===== src/rtl/dgram_access_if.sv =====
// dgram_access_if: command, write-payload, read-payload, bus-access and completion
// signals of the datagram access sequencer. The slave modport is the sequencer's view.
interface dgram_access_if;
    localparam int unsigned ADDR_W = 16;
    localparam int unsigned LEN_W  = 11;
    localparam int unsigned DATA_W = 8;

    logic              cmd_valid;
    logic              cmd_ready;
    logic [ADDR_W-1:0] cmd_addr;
    logic [LEN_W-1:0]  cmd_len;
    logic              cmd_read;

    logic              din_valid;
    logic              din_ready;
    logic [DATA_W-1:0] din_data;

    logic              dout_valid;
    logic              dout_ready;
    logic [DATA_W-1:0] dout_data;

    logic              bus_sof;
    logic              bus_eof;
    logic              bus_valid;
    logic              bus_read;
    logic [ADDR_W-1:0] bus_addr;
    logic [DATA_W-1:0] bus_wdata;
    logic              bus_ready;
    logic [DATA_W-1:0] bus_rdata;

    logic              done;
    logic              done_wkc;
    logic              done_err;

    modport slave (
        input  cmd_valid, cmd_addr, cmd_len, cmd_read,
        input  din_valid, din_data,
        input  dout_ready,
        input  bus_ready, bus_rdata,
        output cmd_ready, din_ready,
        output dout_valid, dout_data,
        output bus_sof, bus_eof, bus_valid, bus_read, bus_addr, bus_wdata,
        output done, done_wkc, done_err
    );

    modport master (
        output cmd_valid, cmd_addr, cmd_len, cmd_read,
        output din_valid, din_data,
        output dout_ready,
        output bus_ready, bus_rdata,
        input  cmd_ready, din_ready,
        input  dout_valid, dout_data,
        input  bus_sof, bus_eof, bus_valid, bus_read, bus_addr, bus_wdata,
        input  done, done_wkc, done_err
    );
endinterface


===== src/rtl/dgram_access.sv =====
// dgram_access: turns a datagram command (address, length, direction) into a sequence
// of single-byte downstream accesses, streaming write bytes in and read bytes out.
// Bytes above 16'h0FFE are never put on the bus; they complete internally and flag an error.
// Optional feature: define DGRAM_ACCESS_TIMEOUT_EN to abandon a byte after 15 cycles
// without bus_ready; without it the sequencer waits for bus_ready indefinitely.
module dgram_access (
    input  logic          clk,
    input  logic          rst_n,
    dgram_access_if.slave io
);
    localparam int unsigned ADDR_W = 16;
    localparam int unsigned LEN_W  = 11;
    localparam int unsigned DATA_W = 8;
    localparam logic [ADDR_W-1:0] ADDR_MAX = 16'h0FFE;

    typedef enum logic [2:0] {
        IDLE  = 3'd0,
        FETCH = 3'd1,
        REQ   = 3'd2,
        PUSH  = 3'd3,
        DONE  = 3'd4
    } state_t;

    state_t            state_q;
    state_t            state_d;
    logic [ADDR_W-1:0] addr_q;
    logic [LEN_W-1:0]  len_q;
    logic [LEN_W-1:0]  rem_q;
    logic              rd_q;
    logic [DATA_W-1:0] wdata_q;
    logic [DATA_W-1:0] rdata_q;
    logic              hit_q;
    logic              err_q;
    logic              alive_q;

    logic in_range_c;
    logic tmo_hit_c;
    logic cmd_fire_c;
    logic din_fire_c;
    logic byte_done_c;
    logic bus_ok_c;
    logic cmd_ready_c;
    logic din_ready_c;
    logic dout_valid_c;
    logic bus_valid_c;
    logic done_c;

    assign in_range_c = (addr_q <= ADDR_MAX);

`ifdef DGRAM_ACCESS_TIMEOUT_EN
    localparam int unsigned TMO_W = 4;
    localparam logic [TMO_W-1:0] TMO_LAST = 4'd14;

    logic [TMO_W-1:0] tmo_q;

    // Cycles spent waiting on the current byte; restarts with every byte
    always_ff @(posedge clk or negedge rst_n) begin
        if (!rst_n) begin
            tmo_q <= '0;
        end else if ((state_q != REQ) || byte_done_c) begin
            tmo_q <= '0;
        end else begin
            tmo_q <= tmo_q + TMO_W'(1);
        end
    end

    assign tmo_hit_c = (tmo_q == TMO_LAST);
`else
    assign tmo_hit_c = 1'b0;
`endif

    // State register
    always_ff @(posedge clk or negedge rst_n) begin
        if (!rst_n) begin
            state_q <= IDLE;
        end else begin
            state_q <= state_d;
        end
    end

    // Next-state decode and per-state handshake strobes
    always_comb begin
        state_d      = state_q;
        cmd_fire_c   = 1'b0;
        din_fire_c   = 1'b0;
        byte_done_c  = 1'b0;
        bus_ok_c     = 1'b0;
        cmd_ready_c  = 1'b0;
        din_ready_c  = 1'b0;
        dout_valid_c = 1'b0;
        bus_valid_c  = 1'b0;
        done_c       = 1'b0;
        case (state_q)
            IDLE: begin
                cmd_ready_c = alive_q;
                if (alive_q && io.cmd_valid) begin
                    cmd_fire_c = 1'b1;
                    if (io.cmd_len == '0) begin
                        state_d = DONE;
                    end else if (io.cmd_read) begin
                        state_d = REQ;
                    end else begin
                        state_d = FETCH;
                    end
                end
            end
            FETCH: begin
                din_ready_c = 1'b1;
                if (io.din_valid) begin
                    din_fire_c = 1'b1;
                    state_d    = REQ;
                end
            end
            REQ: begin
                bus_valid_c = in_range_c;
                bus_ok_c    = in_range_c && io.bus_ready;
                byte_done_c = !in_range_c || io.bus_ready || tmo_hit_c;
                if (byte_done_c) begin
                    if (rd_q) begin
                        state_d = PUSH;
                    end else if (rem_q == LEN_W'(1)) begin
                        state_d = DONE;
                    end else begin
                        state_d = FETCH;
                    end
                end
            end
            PUSH: begin
                dout_valid_c = 1'b1;
                if (io.dout_ready) begin
                    state_d = (rem_q == '0) ? DONE : REQ;
                end
            end
            DONE: begin
                done_c  = 1'b1;
                state_d = IDLE;
            end
            default: begin
                state_d = IDLE;
            end
        endcase
    end

    // Datagram context, payload bytes and completion flags
    always_ff @(posedge clk or negedge rst_n) begin
        if (!rst_n) begin
            alive_q <= 1'b0;
            addr_q  <= '0;
            len_q   <= '0;
            rem_q   <= '0;
            rd_q    <= 1'b0;
            wdata_q <= '0;
            rdata_q <= '0;
            hit_q   <= 1'b0;
            err_q   <= 1'b0;
        end else begin
            alive_q <= 1'b1;
            if (cmd_fire_c) begin
                addr_q <= io.cmd_addr;
                len_q  <= io.cmd_len;
                rem_q  <= io.cmd_len;
                rd_q   <= io.cmd_read;
                hit_q  <= 1'b0;
                err_q  <= 1'b0;
            end
            if (din_fire_c) begin
                wdata_q <= io.din_data;
            end
            if (byte_done_c) begin
                addr_q  <= addr_q + ADDR_W'(1);
                rem_q   <= rem_q - LEN_W'(1);
                rdata_q <= bus_ok_c ? io.bus_rdata : '0;
                if (bus_ok_c) begin
                    hit_q <= 1'b1;
                end else begin
                    err_q <= 1'b1;
                end
            end
        end
    end

    // Port drive; bus fields read as zero whenever no access is presented
    assign io.cmd_ready  = cmd_ready_c;
    assign io.din_ready  = din_ready_c;
    assign io.dout_valid = dout_valid_c;
    assign io.dout_data  = dout_valid_c ? rdata_q : '0;
    assign io.bus_valid  = bus_valid_c;
    assign io.bus_read   = bus_valid_c & rd_q;
    assign io.bus_addr   = bus_valid_c ? addr_q : '0;
    assign io.bus_wdata  = bus_valid_c ? wdata_q : '0;
    assign io.bus_sof    = bus_valid_c && (rem_q == len_q);
    assign io.bus_eof    = bus_valid_c && (rem_q == LEN_W'(1));
    assign io.done       = done_c;
    assign io.done_wkc   = done_c & hit_q & ~err_q;
    assign io.done_err   = done_c & err_q;
endmodule

===== src/flat_wrapper.sv =====
// flat-port wrapper written by rule: the top's interface ports become plain ports
module dgram_access_flat 
  (clk, rst_n, io_cmd_valid, io_cmd_addr, io_cmd_len, io_cmd_read, io_din_valid, io_din_data, io_dout_ready, io_bus_ready, io_bus_rdata, io_cmd_ready, io_din_ready, io_dout_valid, io_dout_data, io_bus_sof, io_bus_eof, io_bus_valid, io_bus_read, io_bus_addr, io_bus_wdata, io_done, io_done_wkc, io_done_err);
  dgram_access_if io_i ();
  input  logic clk;
  input  logic rst_n;
  input wire logic [$bits(io_i.cmd_valid)-1:0] io_cmd_valid;
  input wire logic [$bits(io_i.cmd_addr)-1:0] io_cmd_addr;
  input wire logic [$bits(io_i.cmd_len)-1:0] io_cmd_len;
  input wire logic [$bits(io_i.cmd_read)-1:0] io_cmd_read;
  input wire logic [$bits(io_i.din_valid)-1:0] io_din_valid;
  input wire logic [$bits(io_i.din_data)-1:0] io_din_data;
  input wire logic [$bits(io_i.dout_ready)-1:0] io_dout_ready;
  input wire logic [$bits(io_i.bus_ready)-1:0] io_bus_ready;
  input wire logic [$bits(io_i.bus_rdata)-1:0] io_bus_rdata;
  output wire logic [$bits(io_i.cmd_ready)-1:0] io_cmd_ready;
  output wire logic [$bits(io_i.din_ready)-1:0] io_din_ready;
  output wire logic [$bits(io_i.dout_valid)-1:0] io_dout_valid;
  output wire logic [$bits(io_i.dout_data)-1:0] io_dout_data;
  output wire logic [$bits(io_i.bus_sof)-1:0] io_bus_sof;
  output wire logic [$bits(io_i.bus_eof)-1:0] io_bus_eof;
  output wire logic [$bits(io_i.bus_valid)-1:0] io_bus_valid;
  output wire logic [$bits(io_i.bus_read)-1:0] io_bus_read;
  output wire logic [$bits(io_i.bus_addr)-1:0] io_bus_addr;
  output wire logic [$bits(io_i.bus_wdata)-1:0] io_bus_wdata;
  output wire logic [$bits(io_i.done)-1:0] io_done;
  output wire logic [$bits(io_i.done_wkc)-1:0] io_done_wkc;
  output wire logic [$bits(io_i.done_err)-1:0] io_done_err;
  assign io_i.cmd_valid = io_cmd_valid;
  assign io_i.cmd_addr = io_cmd_addr;
  assign io_i.cmd_len = io_cmd_len;
  assign io_i.cmd_read = io_cmd_read;
  assign io_i.din_valid = io_din_valid;
  assign io_i.din_data = io_din_data;
  assign io_i.dout_ready = io_dout_ready;
  assign io_i.bus_ready = io_bus_ready;
  assign io_i.bus_rdata = io_bus_rdata;
  assign io_cmd_ready = io_i.cmd_ready;
  assign io_din_ready = io_i.din_ready;
  assign io_dout_valid = io_i.dout_valid;
  assign io_dout_data = io_i.dout_data;
  assign io_bus_sof = io_i.bus_sof;
  assign io_bus_eof = io_i.bus_eof;
  assign io_bus_valid = io_i.bus_valid;
  assign io_bus_read = io_i.bus_read;
  assign io_bus_addr = io_i.bus_addr;
  assign io_bus_wdata = io_i.bus_wdata;
  assign io_done = io_i.done;
  assign io_done_wkc = io_i.done_wkc;
  assign io_done_err = io_i.done_err;
  dgram_access u_core (.clk(clk), .rst_n(rst_n), .io(io_i));
endmodule

===== config.mk =====
export PLATFORM = sky130hd
export DESIGN_NAME = dgram_access_flat
export DESIGN_NICKNAME = d
export VERILOG_FILES = /design/src/rtl/dgram_access_if.sv /design/src/rtl/dgram_access.sv /design/src/flat_wrapper.sv
export SDC_FILE = /design/constraint.sdc
export NUM_CORES = 1
export LEC_CHECK = 0
export ABC_AREA = 1
export CAP_MARGIN = 20
export CORE_AREA = 8 8 108 90
export DETAILED_ROUTE_END_ITERATION = 10
export DIE_AREA = 0 0 116 98
export HOLD_SLACK_MARGIN = 0.12
export PLACE_DENSITY_LB_ADDON = 0.12
export SLEW_MARGIN = 5
export SYNTH_ARGS = -nofsm -noshare
export SYNTH_HDL_FRONTEND = slang
export SYNTH_SLANG_ARGS = --single-unit

===== constraint.sdc =====
create_clock -name clk -period 2.45 [get_ports clk]
set_clock_uncertainty 0.1 [all_clocks]
set_input_delay 0.6125 -clock clk [delete_from_list [all_inputs] [get_ports clk]]
set_output_delay 0.6125 -clock clk [all_outputs]
set_load 0.01 [all_outputs]

==> flow_summary.json, run 1 <==
{
  "vias_per_cell": 4.85,
  "critical-path-max-stage-delay_ps": 400,
  "grt.total_usage_pct": 19.7,
  "rsz0062_at_grt": "true",
  "grt_overflow": 0,
  "clock_latency_ps": 340,
  "io-pin-count": 92,
  "synth.distinct_cells": 29,
  "dp.cells": 765,
  "postSynthRegisterBits": 61,
  "cts_hold_buffers": 0,
  "portBuffers": 87,
  "critical_path.slowest_cell": "dfrtp_1",
  "yosys_warnings": 0,
  "r2r_slack_ps": 310,
  "design.die.area_um2": 11400,
  "maxCapViolCount": 0,
  "drc": 0,
  "power_leakage_uw": 0.00274,
  "yosysSeqAreaShare_pct": 39.5,
  "path_class": "reg -> out",
  "drt_iter0_markers": 228,
  "grt_pass1_vias": 3846,
  "num_vias": 3807,
  "grt_pass1_wl_mm": 18.1,
  "critical_path.startpoint_type": "register",
  "r2r-start": "u_core.state_q[1]",
  "holdWs_ps": 154,
  "finalNonFillerCells": 785,
  "setup_slack_ps": -76.9,
  "setup_viol": 22,
  "cts_tree": "done",
  "fin_crit_sh_pct": 103,
  "endpoint_kind": "output port",
  "numClockSinks": 61,
  "total_power_uw": 5970,
  "min_period_ps": 2530,
  "netlist_area_um2": 3860,
  "cts_buffers": 9,
  "cp_num_buf_inv": 5,
  "die_h_um": 98,
  "timing.rr.end": "u_core.addr_q[13]",
  "timing.slew.headroom_pct": 59.4,
  "path_clk_slew_ps": 80,
  "drtPass1Iterations": 4,
  "ff2ff_path_depth": 9,
  "mostFrequentLayoutCells": "nand2_1 (149), nand3_1 (68), inv_1 (64), dfrtp_1 (61), nor2_1 (59)",
  "violations": "setup timing",
  "h-tree-depth": 3,
  "yosys-top-cells-area": "dfrtp_1 (39%), nand2_1 (14%), nand3_1 (8.8%)",
  "nFillCells": 743,
  "hp-class": "in -> async",
  "finalHoldViolations": 0,
  "synth_top_area_share_pct": 39.5,
  "final_common_cell": "nand2_1",
  "area_growth_syn_to_layout_pct": 35.9,
  "fp.dieW_um": 116,
  "drive_gt1_share_pct": 19.2,
  "critPathMaxFanout": 12,
  "nNetsFinal": 724,
  "ant_nets": 0,
  "cp_cell_sequence": "inv_2, ha_4, inv_2, nand2_1, nor2_1, nand3_2, nand2_4, nor2_4, inv_4, buf_12, nor2_1, buf_2",
  "synth_area_per_cell_um2": 7.09,
  "diodes": 0,
  "max_freq_ghz": 0.396,
  "outcome": "finished with violations",
  "slew_viol_final": 0,
  "syn_inst": 545,
  "rows": 30,
  "wl_per_cell_um": 13.6,
  "post-route-util_pct": 64.8,
  "fin_area_um2": 5250,
  "core_area_um2": 8110,
  "synth_top_area_cell": "dfrtp_1",
  "worstMarginPinSlew_ps": 608,
  "ir_drop_mv": 0.533,
  "placed_cell_area_um2": 5060,
  "power_density_nw_per_um2": 1140,
  "antenna_found_initial": 0,
  "drt-total-wl_mm": 10.7,
  "clock_path_buffers": 2,
  "grt_start_max_net_pins": 62,
  "initial_core_util_pct": 47.7,
  "crit_family": "buffers and inverters",
  "worstPathRequired_ps": 1740,
  "cp.arrival_ps": 1810,
  "root_buffer": "clkbuf_8",
  "dp_hpwl_mm": 7.73,
  "gp_congestion": 0.822
}
==> flip-flops by register name, indices dropped and copies added, names as in the netlist <==
signal and flops:
u_core.hit_q 1, u_core.err_q 1, u_core.state_q 3, u_core.rd_q 1, u_core.rem_q 11, u_core.wdata_q 8, u_core.alive_q 1, u_core.len_q 11
u_core.rdata_q 8, u_core.addr_q 16
==> through the flow <==
| step | setup slack, ps | TNS (ps) |
|---|---|---|
| 6_report | -76.9 | -1080 |
| 5_1_grt | -170 | -3130 |
| 4_1_cts | -183 | -1380 |
| 3_5_place_dp | -134 | -2030 |
| 3_3_place_gp | -32.3 | -73.0 |
| 2_1_floorplan | 230 | 0 |
==> kinds of logic after synthesis <==
| logic type | after synthesis | share of synthesized area (%) |
|---|---|---|
| AO/OA/AOI/OAI | 42 | 5.54 |
| XOR/XNOR | 20 | 4.53 |
| adder cells (fa/ha/maj) | 5 | 1.62 |
| buffers and inverters | 91 | 10.8 |
| flip-flops | 61 | 39.5 |
| other | 2 | 0.194 |
| AND/OR/NAND/NOR | 324 | 37.8 |
==> Yosys cell counts <==
library cell	instances
conb_1	2
nand3_2	2
dfrtp_1	61
buf_2	8
nor2_4	3
buf_1	1
buf_8	1
buf_6	5
nor2_1	63
nand2_4	4
nand2_2	4
o21a_1	1
buf_4	5
nand2_1	149
nand4_1	7
xor2_1	18
o21ai_0	25
inv_2	4
nand3_1	68
nor2_2	15
a21oi_1	11
o22ai_1	1
nor3_1	6
xnor2_1	2
inv_1	67
or2_2	2
ha_1	5
nor2_8	1
o21ai_1	4
==> worst max path at each step <==
stage,from,endpoint,slack (ps),cells after the start
final,u_core.addr_q[0],io_bus_addr[0],-80,12
after global routing,u_core.addr_q[0],io_bus_addr[0],-170,12
after CTS,u_core.addr_q[0],io_bus_addr[0],-180,12
after detailed placement,u_core.addr_q[0],io_bus_wdata[5],-130,12
after global placement,u_core.addr_q[0],io_bus_sof,-30,12
after floorplan,u_core.addr_q[0],io_bus_addr[0],230,11
==> routing by layer <==
layer  wire length [µm]  vias to the layer above  GRT usage (%)
li1                   -                     1943              -
met1               4750                     1765           24.3
met2               5240                       92           33.3
met3                601                        7           4.19
met4                111                        0           6.27
met5                  0                        -              0
==> worst register-to-register path, cell delays in order (launching register included) <==
cell and delay, ps:
dfrtp_1 390, buf_4 160, nor2_1 150, nand2_1 110, buf_4 170, nor2_4 210
inv_2 300, o21ai_0 300, nand2_1 90, nand2_1 70
==> layout make-up <==
class	instances	area, µm²	share of cell area [%]
clock buffer	11	141	2.69
clock inverter	4	72.6	1.38
multi-input combinational	396	1970	37.5
timing repair buffer	130	1130	21.6
tap	112	140	2.67
sequential	61	1530	29.1
inverter	71	269	5.12
==> power breakdown <==
group / total [µW] / switching [µW] / internal, µW
Clock: 991 / 397 / 594
Combinational: 3190 / 1890 / 1310
Sequential: 1780 / 322 / 1460
Total: 5970 / 2600 / 3360
==> repair_timing <==
action                                  CTS  global route
setup buffers                             4             2
hold endpoints to repair                  0             0
gates cloned                              1             0
pin swaps                                 0             1
resized for setup                       122            13
endpoints found under the setup margin   37            33
No activity file was read; power rests on OpenSTA's default activity.
==> run 2: changes to the inputs <==
--- a/config.mk
+++ b/config.mk
@@ -6,10 +6,11 @@
 export NUM_CORES = 1
 export LEC_CHECK = 0
 export ABC_AREA = 1
+export ABC_CLOCK_PERIOD_IN_PS = 2450
 export CAP_MARGIN = 20
-export CORE_AREA = 8 8 108 90
+export CORE_AREA = 8 8 97 99
 export DETAILED_ROUTE_END_ITERATION = 10
-export DIE_AREA = 0 0 116 98
+export DIE_AREA = 0 0 105 107
 export HOLD_SLACK_MARGIN = 0.12
 export PLACE_DENSITY_LB_ADDON = 0.12
 export SLEW_MARGIN = 5
==> run 2 against run 1 <==
Against the previous run:
- the run still ends with setup timing left
- clock-buffer cell count grew 1
- sequential share of layout area is essentially flat
- critical path depth is the same
- cell count shrank 0.89%
- routed wire length grew 1.2%
- fmax grew 0.33%
==> flow_summary.json, run 2 (synthesized netlist as in run 1, its figures left out) <==
{
  "outcome": "finished with violations",
  "violations": "setup timing",
  "grt.total_usage_pct": 19.4,
  "grt_start_max_net_pins": 62,
  "drc": 0,
  "endpoint_kind": "output port",
  "multi_input_area_um2": 1980,
  "pre_cts_slack_ps": -93.7,
  "final_common_cell": "nand2_1",
  "die_h_um": 107,
  "core_area_um2": 7930,
  "setup_slack_ps": -68.7,
  "min_period_ps": 2520,
  "r2r_slack_ps": 360,
  "critPathMaxFanout": 10,
  "grt_pass1_vias": 3833,
  "maxCapViolCount": 0,
  "grt_pass1_wl_mm": 18.0,
  "max_freq_ghz": 0.397,
  "diodes": 0,
  "gp_congestion": 0.868,
  "drt_iter0_markers": 119,
  "largest_register": "u_core.addr_q",
  "reg_top3": "u_core.addr_q: 16 flops, u_core.len_q: 11 flops, u_core.rem_q: 11 flops",
  "dp.cells": 755,
  "antenna_found_initial": 0,
  "portBuffers": 87,
  "numClockSinks": 61,
  "io-pin-count": 92,
  "use_met3_pct": 4.56,
  "seqCellArea_um2": 1530,
  "finalHoldViolations": 0,
  "power_leakage_uw": 0.00275,
  "fin_crit_sh_pct": 103,
  "clock_path_buffers": 2,
  "path_clk_slew_ps": 70,
  "ir_drop_mv": 0.612,
  "fp.dieW_um": 105,
  "grt_use_met1_pct": 23.8,
  "cts_tree": "done",
  "finalSetupTns_ps": -818,
  "drtPass1Iterations": 5,
  "worstPathRequired_ps": 1740,
  "r2r-start": "u_core.state_q[1]",
  "power_density_nw_per_um2": 1150,
  "vias_per_cell": 4.93,
  "drt-total-wl_mm": 10.8,
  "rows": 33,
  "mostFrequentLayoutCells": "nand2_1 (148), nand3_1 (68), inv_1 (65), dfrtp_1 (61), nor2_1 (55)",
  "top_usage_layer": "met2",
  "drive_gt1_share_pct": 19.3,
  "placed_cell_area_um2": 5020,
  "hp-class": "in -> async",
  "total_power_uw": 6020,
  "nFillCells": 724,
  "grt_overflow": 0,
  "fin_area_um2": 5260,
  "rsz0062_at_grt": "true",
  "root_buffer": "clkbuf_8",
  "nNetsFinal": 723,
  "timing.slew.headroom_pct": 60.9,
  "num_vias": 3835,
  "h-tree-depth": 3,
  "timing.rr.end": "u_core.addr_q[13]",
  "clock_latency_ps": 340,
  "dp_hpwl_mm": 7.52,
  "initial_core_util_pct": 48.8,
  "design.die.area_um2": 11200,
  "path_class": "reg -> out",
  "wl_per_cell_um": 13.9,
  "grt.met2_usage_pct": 33.1,
  "ant_nets": 0,
  "finalNonFillerCells": 778,
  "cp.arrival_ps": 1810,
  "ff2ff_path_depth": 9,
  "area_growth_syn_to_layout_pct": 36.0,
  "critical_path.startpoint_type": "register",
  "worstMarginPinSlew_ps": 586,
  "slew_viol_final": 0,
  "cts_buffers": 9,
  "largest_reg_flops": 16,
  "setup_viol": 20
}
## run 2: cell count changes in the layout (fill, tap and decap cells not counted), moves of 2 or more
cell,before,now
clkbuf_2,3,0
buf_4,37,35
nor2_1,59,55
dlygate4sd2_1,10,12
nor2_2,18,22
buf_6,2,4
## run 2: worst max path at each step
stage,start,end,slack [ps],cells after the start
floorplan,u_core.addr_q[0],io_bus_addr[0],230,11
global placement,u_core.addr_q[1],io_bus_wdata[6],-30,11
detailed placement,u_core.addr_q[0],io_bus_wdata[6],-90,12
CTS,u_core.addr_q[0],io_bus_wdata[6],-200,12
global route,u_core.addr_q[0],io_bus_wdata[6],-180,12
finish,u_core.addr_q[0],io_bus_wdata[5],-70,12
## run 2: power breakdown
part	leakage [µW]	total, µW	switching [µW]	internal (µW)
Sequential	0.000741	1790	329	1460
Clock	0.000116	1040	418	626
Combinational	0.00189	3190	1900	1290
Total	0.00275	6020	2640	3380
## run 2: layer usage
metal | share of wire, % | vias up
met2 | 49 | 100
met1 | 44 | 1793
li1 | - | 1930
met3 | 5.3 | 12
met4 | 1.3 | 0
met5 | 0 | -
## run 2: repair_timing
action | in CTS | in global routing
buffers inserted | 4 | 3
gates resized for setup | 116 | 18
pin swaps | 1 | 2
setup endpoints to repair | 37 | 26
hold buffers | 0 | 0
gates cloned | 1 | 0
## run 2: stage by stage
stage	hold WS, ps	util, %
final	181	66.3
after global routing	200	66.3
after CTS	183	65.5
after detailed placement	384	63.3
after global placement	374	63.3
after floorplan	217	-
## run 2: worst max-delay path: stages, from the launching register on
cell and delay, ps:
dfrtp_1 400, inv_2 80, ha_4 130, inv_2 30
nand2_2 40, nor2_2 40, nand3_2 80, nand2_4 60
nor2_4 140, inv_4 80, buf_12 160, nor2_2 90
buf_2 140
## run 2: cell type report
type                       count  area share [%]
inverter                      71            5.12
clock buffer                  12            2.95
sequential                    61            29.0
clock inverter                 4            1.33
tap                          105            2.50
multi-input combinational    396            37.7
timing repair buffer         129            21.4
==> variant 1, RTL diff (config.mk and constraints of run 2) <==
The 5 states of `state_t` get a one-hot encoding in 5 bits.
--- a/src/rtl/dgram_access.sv
+++ b/src/rtl/dgram_access.sv
@@ -13,12 +13,12 @@
     localparam int unsigned DATA_W = 8;
     localparam logic [ADDR_W-1:0] ADDR_MAX = 16'h0FFE;
 
-    typedef enum logic [2:0] {
-        IDLE  = 3'd0,
-        FETCH = 3'd1,
-        REQ   = 3'd2,
-        PUSH  = 3'd3,
-        DONE  = 3'd4
+    typedef enum logic [4:0] {
+        IDLE  = 5'b00001,
+        FETCH = 5'b00010,
+        REQ   = 5'b00100,
+        PUSH  = 5'b01000,
+        DONE  = 5'b10000
     } state_t;
 
     state_t            state_q;
Check against the original RTL: same outputs for any inputs over 10 cycles, from zero or initial values and one cycle with rst_n low; not proved beyond that.
==> variant 1 against run 2 <==
- setup slack improved by 84 ps
- power is 13% lower
- non-clock buffer count shrank 1
- synthesized area up 3.1%
- routed wire length rose by 4.2%
- sequential cell count rose by 2
- worst hold slack got worse by 4.8 ps
- combinational power down 21%
- first-iteration DRC count up 75%
- design area rose by 2.5%
- critical path type unchanged
- largest cell class unchanged
==> variant 1: results (changes against run 2) <==
Post-Synth Adder-Cell Area: 1.57% (-0.049 points)
Post-synthesis compound-gate area fraction: 4.62% (-0.92 points)
Clk root buf: clkbuf_8
PwrDens: 976 mW/mm² (-15%)
WHS: 176 ps (-4.78 ps)
Worst R2R Start: u_core.state_q[1]
DR vias/cell: 4.99 (+1.3%)
Crit path DAT: 1720 ps (-90 ps)
Cell count after synthesis: 557 (+2.2%)
Critical path's top delay family: simple AND/OR/NAND/NOR gates
TNS Setup: 0 ps (+818 ps)
FILL cells: 704 (-2.8%)
Commonest cells in the netlist: nand2_1 (136), inv_1 (77), nor2_1 (72), nand3_1 (70), dfrtp_1 (62)
Status: completed
HPWL Detailed: 8000 µm (+6.4%)
GRT Resource Usage Total: 19.4% (-0.054 points)
DP Worst Slack: -48.1 ps (+45.7 ps)
Setup ws final: 15.5 ps (+84.2 ps)
Asr flop ratio synth: 100% (unchanged)
Leak: 2.73 nW (-0.70%)
RePlAce Congestion: 0.894 (+2.9%)
Drt first pass iters: 4 (-1)
Seq/Total Area, Yosys: 39.6% (+0.097 points)
Post-Synth XOR/XNOR Area: 4.18% (-0.36 points)
Synth cell types: 32 (+10%)
Initial drt markers: 208 (+75%)
Largest net degree at the start of global routing: 35 (-44%)
Worst-margin pin slew: 633 ps (+46.6 ps)
Share of cells above drive strength 1: 20.6% (+1.2 points)
Synth area leaders: dfrtp_1 (39%), nand2_1 (13%), nand3_1 (8.8%)
Top_reg_cell synth: dfrtp_1
Placed cells: 764 (+1.2%)
Routed WL: 11300 µm (+4.2%)
Critical Path Source: u_core.addr_q[15]
Largest stage delay, worst path: 400 ps (about the same)
# nets final: 731 (+1.1%)
Worst VDD drop: 0.497 mV (-19%)
Reg-to-reg slack, setup: 510 ps (+150 ps)
Vias: 3924 (+2.3%)
[variant 1: cell count changes in the layout (fill, tap and decap cells not counted), sizes merged, moves of 2 or more]
| cell | before | now |
|---|---|---|
| inv | 71 | 82 |
| nand2 | 157 | 146 |
| nand4 | 7 | 15 |
| buf | 67 | 61 |
| nand3 | 70 | 74 |
| a21oi | 11 | 8 |
| o21ai | 29 | 26 |
| clkinv | 2 | 4 |
| clkinvlp | 0 | 2 |
| nor2 | 82 | 84 |
[variant 1: layout make-up]
type / instances / share of cell area [%]
multi-input combinational: 392 / 37.9
sequential: 63 / 29.3
timing repair buffer: 128 / 20.9
inverter: 82 / 5.78
tap: 105 / 2.44
clock buffer: 9 / 2.30
clock inverter: 7 / 1.35
[variant 1: power by group]
part | internal (mW) | switching [mW] | leakage (nW)
clock | 0.471 | 0.433 | 0.0956
sequential | 1.50 | 0.331 | 0.777
combinational | 1.05 | 1.47 | 1.85
[variant 1: per-layer routing]
layer  vias up  track usage, %  wire length [µm]
met1      1844            23.3              5080
met3        11            4.44               601
met2       100            33.3              5470
li1       1969               -                 -
met5         -               0                 0
met4         0            6.83               128
[variant 1: what timing repair did]
action,in CTS,in global routing
resized for setup,74,73
hold buffers,0,0
pin swaps,0,3
cloned,0,2
endpoints found under the setup margin,38,24
buffers inserted,1,3
[variant 1: path summary, 6_finish.rpt]
check / to / cells past startpoint
min in group clk: u_core.len_q[8] / 2
worst max-delay path: io_bus_wdata[6] / 9
max in group asynchronous: u_core.addr_q[6] / 2
worst max register to register: u_core.rem_q[9] / 9
worst min-delay path: u_core.rdata_q[6] / 1
worst min register to register: u_core.len_q[8] / 2
[variant 1: cells by family (layout without fill, tap and decap cells)]
family	after synthesis	in the layout
adder cells (fa/ha/maj)	5	5
XOR/XNOR	19	19
other	2	5
AO/OA/AOI/OAI	36	36
flip-flops	63	63
AND/OR/NAND/NOR	327	327
buffers and inverters	105	226
[variant 1: worst reg2reg max path: stages (launching register included)]
cell and delay, ps:
dfrtp_1 410, nor2_2 170, nand4_2 150, buf_4 190, clkinv_2 130, nand2_1 110
nand2_4 330, nand2_1 120, nand2_1 90, nand2_1 40
==> variant 2, RTL diff (flow settings as in run 2) <==
Without the edit above. `LEN_W` is set to 11 in 2 places; all go to 9.
--- a/src/rtl/dgram_access_if.sv
+++ b/src/rtl/dgram_access_if.sv
@@ -2,7 +2,7 @@
 // signals of the datagram access sequencer. The slave modport is the sequencer's view.
 interface dgram_access_if;
     localparam int unsigned ADDR_W = 16;
-    localparam int unsigned LEN_W  = 11;
+    localparam int unsigned LEN_W  = 9;
     localparam int unsigned DATA_W = 8;
 
     logic              cmd_valid;
--- a/src/rtl/dgram_access.sv
+++ b/src/rtl/dgram_access.sv
@@ -9,7 +9,7 @@
     dgram_access_if.slave io
 );
     localparam int unsigned ADDR_W = 16;
-    localparam int unsigned LEN_W  = 11;
+    localparam int unsigned LEN_W  = 9;
     localparam int unsigned DATA_W = 8;
     localparam logic [ADDR_W-1:0] ADDR_MAX = 16'h0FFE;
 
Ports: changed (resized io_cmd_len); port bits go from 92 to 90. The function was not compared with the original's and may differ.
==> variant 2 against run 2 <==
- the run still ends with negative setup slack left
- largest power group unchanged
- power fell by 9.1%
- highest routed layer unchanged
- routed wire length fell by 9.6%
- maximum frequency fell by 3.5%
- synthesized area fell by 7.3%
- design area fell by 2.7%
- sequential cell count fell by 4
- setup slack got worse by 93 ps
==> variant 2: results (changes against run 2) <==
Postcts setup bufs: 6 (+2)
Status: complete, but fails checks
Post-Synth XOR/XNOR Area: 4.40% (-0.13 points)
Worst VDD drop: 0.523 mV (-15%)
Grt met3 use: 3.84% (-0.72 points)
Placed cells: 728 (-3.6%)
Met1 Use GR: 21.1% (-2.7 points)
Seq pwr share: 29.6% (about the same)
Post-synthesis compound-gate area fraction: 6.18% (+0.65 points)
Psw: 2.37 mW (-10%)
Mean post-synth cell area: 6.94 µm² (-2.1%)
Seq/Total Area, Yosys: 39.8% (+0.34 points)
Synth area leaders: dfrtp_1 (40%), nand2_1 (15%), nand3_1 (9.2%)
Final setup violation count: 23 (+15%)
FILL cells: 763 (+5.4%)
Post-CTS Resized: 119 (+2.6%)
TNS Setup: -1560 ps (-746 ps)
WL met3: 448 µm (-21%)
Drt first pass iters: 4 (-1)
Sequential cell area share: 27.9% (-1.2 points)
Setup ws final: -161 ps (-92.6 ps)
Crit path DAT: 1900 ps (+90 ps)
Layout clock area frac: 3.69% (-0.59 points)
Worst r2r path cells: 14 (+5)
DP Worst Slack: -72.3 ps (+21.4 ps)
Non-clock buffer share: 23.8% (+2.4 points)
Routed WL: 9790 µm (-9.6%)
Fraction of area in multi-input gates: 36.7% (-0.96 points)
Post-Synth Adder-Cell Area: 1.75% (+0.13 points)
Commonest cells in the netlist: nand2_1 (139), nor2_1 (68), inv_1 (66), nand3_1 (66), dfrtp_1 (57)
Failing checks: negative setup slack
Share of cells above drive strength 1: 19.9% (+0.62 points)
-- variant 2: cell types whose count changed after synthesis, moves of 2 or more --
cell and delta:
buf_2 -2, clkbuf_1 +3, dfrtp_1 -4, nand2_1 -10, nand2_4 -3, nand3_1 -2, nand4_1 -2, nor2_1 +5
nor2_2 -2, nor2_4 -2, nor3_1 -4, o21ai_0 +2, o21ai_1 -2, or2_2 -2
-- variant 2: path summary, 6_finish.rpt --
| kind | start | end | slack [ps] |
|---|---|---|---|
| max in group asynchronous | rst_n | u_core.err_q | 1440 |
| min in group clk | u_core.len_q[2] | u_core.len_q[2] | 390 |
| min reg2reg | u_core.len_q[2] | u_core.len_q[2] | 390 |
| min | rst_n | u_core.addr_q[10] | 130 |
| max reg2reg | u_core.addr_q[1] | u_core.addr_q[0] | 370 |
| max | u_core.addr_q[0] | io_bus_wdata[7] | -160 |
